## config.mk

```make
export PLATFORM = sky130hd
export DESIGN_NAME = conv_div_seq
export DESIGN_NICKNAME = d
export VERILOG_FILES = /design/src/rtl/conv_div_pkg.sv /design/src/rtl/conv_div_step.sv /design/src/rtl/conv_div_seq.sv
export SDC_FILE = /design/constraint.sdc
export NUM_CORES = 1
export LEC_CHECK = 0
export ABC_AREA = 0
export BUFFER_PORTS_ARGS = -buffer_cell sky130_fd_sc_hd__buf_2
export CORE_ASPECT_RATIO = 2
export CORE_MARGIN = 4
export CORE_UTILIZATION = 35
export CTS_CLUSTER_SIZE = 25
export DETAILED_ROUTE_END_ITERATION = 12
export PLACE_DENSITY = 0.63
export SLEW_MARGIN = 20
export SYNTH_ARGS = -nofsm -noshare
export SYNTH_HDL_FRONTEND = slang
export SYNTH_SLANG_ARGS = --single-unit
```

## constraint.sdc

```tcl
create_clock -name ap_clk -period 2.1 [get_ports ap_clk]
set_input_delay 0 -clock ap_clk [delete_from_list [all_inputs] [get_ports ap_clk]]
set_output_delay 0 -clock ap_clk [all_outputs]
set_load 0.02 [all_outputs]
```

## src/rtl/conv_div_pkg.sv

```systemverilog
// Shared widths and state encoding for the conv-core sequential divider.
package conv_div_pkg;
  localparam int DIVIDEND_W = 22;
  localparam int DIVISOR_W  = 8;
  localparam int QUOT_W     = 14;
  localparam int CNT_W      = $clog2(DIVIDEND_W);

  typedef enum logic [1:0] {
    IDLE = 2'd0,
    CALC = 2'd1,
    DONE = 2'd2
  } state_t;
endpackage

```

## src/rtl/conv_div_step.sv

```systemverilog
// One restoring-division iteration: shift in a dividend bit, subtract the divisor if it fits.
module conv_div_step
  import conv_div_pkg::*;
(
  input  logic [DIVISOR_W:0]   prem,
  input  logic                 dbit,
  input  logic [DIVISOR_W-1:0] divisor,
  output logic [DIVISOR_W:0]   prem_next,
  output logic                 qbit
);
  logic [DIVISOR_W:0] shifted;
  // The partial remainder is always below the divisor, so its top bit is zero on entry.
  logic               unused_msb;

  assign unused_msb = prem[DIVISOR_W];

  always_comb begin
    shifted   = {prem[DIVISOR_W-1:0], dbit};
    qbit      = (shifted >= {1'b0, divisor});
    prem_next = qbit ? (shifted - {1'b0, divisor}) : shifted;
  end
endmodule

```

## src/rtl/conv_div_seq.sv

```systemverilog
// Sequential radix-2 restoring divider recovering the 14-bit operand from a 22-bit product.
module conv_div_seq
  import conv_div_pkg::*;
(
  input  logic                  ap_clk,
  input  logic                  ap_rst,
  input  logic                  in_valid,
  output logic                  in_ready,
  input  logic [DIVIDEND_W-1:0] dividend,
  input  logic [DIVISOR_W-1:0]  divisor,
  output logic                  out_valid,
  input  logic                  out_ready,
  output logic [QUOT_W-1:0]     quotient,
  output logic [DIVISOR_W-1:0]  remainder,
  output logic                  ovf,
  output logic                  dz
);
  state_t                state;
  logic [CNT_W-1:0]      cnt;
  logic                  dz_r;
  // Dividend bits leave at the MSB while quotient bits enter at the LSB.
  logic [DIVIDEND_W-1:0] dq_r;
  logic [DIVISOR_W:0]    prem_r;
  logic [DIVISOR_W-1:0]  dvs_r;
  logic [DIVISOR_W:0]    prem_nxt;
  logic                  qbit;
  logic                  accept;

  function automatic logic [QUOT_W:0] saturate(input logic [DIVIDEND_W-1:0] q);
    if (|q[DIVIDEND_W-1:QUOT_W]) return {1'b1, {QUOT_W{1'b1}}};
    return {1'b0, q[QUOT_W-1:0]};
  endfunction

  assign in_ready = (state == IDLE);
  assign accept   = in_valid && in_ready;

  conv_div_step u_step (
    .prem      (prem_r),
    .dbit      (dq_r[DIVIDEND_W-1]),
    .divisor   (dvs_r),
    .prem_next (prem_nxt),
    .qbit      (qbit)
  );

  always_ff @(posedge ap_clk or posedge ap_rst) begin
    if (ap_rst) begin
      state     <= IDLE;
      cnt       <= '0;
      dz_r      <= 1'b0;
      out_valid <= 1'b0;
      quotient  <= '0;
      remainder <= '0;
      ovf       <= 1'b0;
      dz        <= 1'b0;
    end else begin
      case (state)
        IDLE: begin
          if (in_valid) begin
            dz_r  <= (divisor == '0);
            cnt   <= CNT_W'(DIVIDEND_W - 1);
            state <= (divisor == '0) ? DONE : CALC;
          end
        end
        CALC: begin
          cnt <= cnt - 1'b1;
          if (cnt == '0) state <= DONE;
        end
        DONE: begin
          // Results are registered on the first DONE cycle and then held until taken.
          if (!out_valid) begin
            out_valid <= 1'b1;
            remainder <= prem_r[DIVISOR_W-1:0];
            dz        <= dz_r;
            if (dz_r) begin
              quotient <= '1;
              ovf      <= 1'b0;
            end else begin
              {ovf, quotient} <= saturate(dq_r);
            end
          end else if (out_ready) begin
            out_valid <= 1'b0;
            state     <= IDLE;
          end
        end
        default: state <= IDLE;
      endcase
    end
  end

  // Datapath
  always_ff @(posedge ap_clk) begin
    if (accept) begin
      dq_r   <= dividend;
      dvs_r  <= divisor;
      prem_r <= (divisor == '0) ? {1'b0, dividend[DIVISOR_W-1:0]} : '0;
    end else if (state == CALC) begin
      dq_r   <= {dq_r[DIVIDEND_W-2:0], qbit};
      prem_r <= prem_nxt;
    end
  end
endmodule

```

==> reports/results.tsv <==
stage	metric	value	unit
run_status	status	complete, no violations	
grt	grt.overflow.total	0	
run	maxCapViolations	0	
sta	rsz0062_at_grt	yes	
drt	wl_per_cell	15.0	µm
clock_network	clock_latency	0.34	ns
critical_path	start_kind	flip-flop	
pwr	peakVddDrop	0.000606	V
hold_path	hold_end	dq_r[0]	
floorplanning	die_area	0.0111	mm²
sta	worst_hold_slack	0.00979	ns
critical_path	r2r_cells	8	
sta	period_minus_slack	2.02	ns
floorplanning	die_w	76.5	µm
layout	nFillCells	851	
layout	layout_commonest_cell	nand2_1	
pwr	intPower	4.43	mW
layout	drive_gt1_share	25.4	%
sta	min_period_over_period	96.0	%
clock_network	clock_path_buffers	2	
pwr	seqPwrFrac	38.2	%
synthesis	synth_edf_count	38	
layout	final_cells	519	
critical_path	r2r_end	prem_r[4]	
sta	hold_viol	0	
critical_path	cp_slowest_cell	edfxtp_1	
critical_path	worstPathRequired	2.17	ns
synthesis	ys_seq_area_share	60.0	%
place	dp.cells	472	
synthesis	syn_inst	305	
synthesis	synthFlopType	edfxtp_1	
clock_network	tritoncts	built	
layout	area_growth	35.9	%
critical_path	cp_cell_sequence	ha_1 -> buf_4 -> and3_1 -> nand4_1 -> nand3_2 -> buf_4 -> mux2i_1 -> o22ai_1	
clock_network	cts_root_buf	clkbuf_16	
layout	multiInputGateArea	0.00128	mm²
grt	grt_max_degree	34	
layout	layout_common_cells	nand2_1, buf_2, edfxtp_1	
synthesis	avgSynthCellArea	10.8	µm²
critical_path	end_kind	flip-flop	
clock_network	numCtsBuffers	9	
place	portBuffers	59	
critical_path	arrival	2.08	ns
critical_path	max_stage_delay	0.42	ns
sta	relSlewSlack	71.2	%
critical_path	reg2reg_slack	0.08	ns
floorplanning	num_rows	49	
grt	track_usage	15.0	%
critical_path	crit_path_max_fanout	8	
drt	drtPass1Iterations	5	
hold_path	hp-class	in2reg	
drt	routed_wl	7810	µm
sta	worstMarginPinSlew	0.429	ns
synthesis	synth_seq_cells	71	
layout	num_antenna_cells	0	
hold_path	worstHoldStart	dividend[0]	
pwr	p_leak	2.05	nW
place	dp.final_hpwl	5700	µm
floorplanning	core	0.00907	mm²
floorplanning	die_y	145	µm
sta	setup_violations	0	
critical_path	crit_path_frequent_cell	buf_4	
clock_network	cts.clk_slew.worst_paths	0.06	ns
place	globalplace.congestion	0.821	
hold_path	hold_depth	3	
layout	final_net_count	457	
clock_network	clock_sinks	71	
layout	seqCellArea	0.00197	mm²
drt	drt_iter0_drc	189	
floorplanning	initial_core_util	36.2	%
synthesis	synth_cell_types	45	
grt	grt_pass1_vias	2778	
synthesis	synth_warnings	0	
drt	drc_errors	0	
floorplanning	io_pins	60	
pwr	power_frac_comb	38.9	%
grt	antenna_found_initial	0	
drt	ant_nets	0	
pwr	p_clk_share	22.9	%
grt	grt_pass1_wl	13100	µm
critical_path	r2r_start	prem_r[5]	
sta	max_freq	496	MHz
pwr	power.switching	2.35	mW
synthesis	syn_nets	350	
synthesis	synth_area	0.00328	mm²
pwr	powerDensity	1520	mW/mm²
sta	report.final.slew_viol_count	0	
sta	clock_skew	0.00735	ns
drt	drt-vias-per-instance	5.02	
pwr	sw_frac_of_total	34.6	%
drt	vias	2606	
critical_path	critPathKind	reg2reg	
synthesis	async_flop_share	46.5	%
clock_network	h-tree-depth	3	
==> worst max-delay path by stage <==
stage | startpoint | endpoint | cells past startpoint
final | prem_r[5] | prem_r[4] | 8
after global routing | dq_r[21] | prem_r[6] | 9
after CTS | prem_r[3] | prem_r[7] | 7
after detailed placement | prem_r[5] | prem_r[5] | 6
after global placement | prem_r[5] | prem_r[4] | 6
after floorplan | prem_r[3] | prem_r[7] | 7
==> synthesized netlist by cell type, drive strengths merged (3+ instances only) <==
library cell  count  area [µm²]
a21oi             5        25.0
buf               3        15.0
clkbuf            7        26.3
dfrtp            33         826
edfxtp           38        1140
ha               10         125
inv              13        48.8
mux2i             6        60.1
nand2           100         375
nand2b            3        18.8
nand3             4        25.0
nor2             11        41.3
nor2b             5        31.3
nor4              4        25.0
o21ai            12        60.1
o22a             16         140
o22ai             4        25.0
xor2              3        26.3
==> registers in the layout, indices dropped and copies added, names as in the netlist <==
register / flops
cnt: 5
dq_r: 22
dvs_r: 8
dz: 1
dz_r: 1
out_valid: 1
ovf: 1
prem_r: 8
quotient: 14
remainder: 8
state: 2
==> power by group through the flow <==
stage | sequential (mW) | combinational (mW) | clock, mW
after floorplan | 2.72 | 1.54 | 0
after global placement | 2.59 | 2.42 | 0
after CTS | 2.59 | 2.56 | 1.58
after detailed placement | 2.61 | 2.47 | 0
final | 2.59 | 2.64 | 1.55
after global routing | 2.67 | 2.93 | 1.65
==> timing repair <==
item	in CTS	in global routing
gates resized for setup	0	12
setup endpoints to repair	6	4
hold buffers	28	0
endpoints found under the hold margin	60	0
setup buffers	2	1
pin swaps	1	4
==> routing by layer <==
metal  wire, µm  track usage (%)  share of wire, %  vias up
met1       2980             16.0                38     1251
met2       4310             27.6                55       57
met3        339             3.97               4.3       12
li1           -                -                 -     1286
met4        177             6.17               2.3        0
met5          0                0                 0        -
==> area by class of cell <==
| cell class | count | area share, % |
|---|---|---|
| Clock buffer | 11 | 5.70 |
| Multi-Input combinational cell | 211 | 28.6 |
| Tap cell | 102 | 2.86 |
| Inverter | 13 | 1.09 |
| Clock inverter | 5 | 1.21 |
| Timing Repair Buffer | 106 | 16.4 |
| Sequential cell | 71 | 44.1 |
==> worst max-delay path: cells and delay by family (launching register included) <==
family                     cells  cell delay (ns)
muxes                          1             0.20
adders and majority gates      1             0.32
and+or+nand+nor                3             0.40
AOI/OAI and AO/OA              1             0.10
DFF                            1             0.42
buffers and inverters          2             0.31
==> logic make-up after synthesis <==
| kind of cell | share of synthesized area [%] |
|---|---|
| AND/OR/NAND/NOR | 17.6 |
| flip-flops | 60.0 |
| AO/OA/AOI/OAI | 11.8 |
| buffers and inverters | 2.75 |
| adder cells (fa/ha/maj) | 4.42 |
| multiplexers | 2.17 |
| XOR/XNOR | 1.34 |
==> per-stage QoR <==
step / setup slack (ns) / power, mW / util (%) / area (µm²) / setup TNS, ns
after floorplan: 0.0340 / 4.26 / - / 3280 / 0
after global placement: 0.0364 / 5.01 / 41.9 / 3800 / 0
after detailed placement: -0.0173 / 5.09 / 41.9 / 3800 / -0.0413
after CTS: 0.0271 / 6.73 / 48.5 / 4400 / 0
after global routing: -0.0156 / 7.25 / 49.1 / 4460 / -0.0237
final: 0.0848 / 6.78 / 49.1 / 4460 / 0
(Power assumes the default switching activity.)
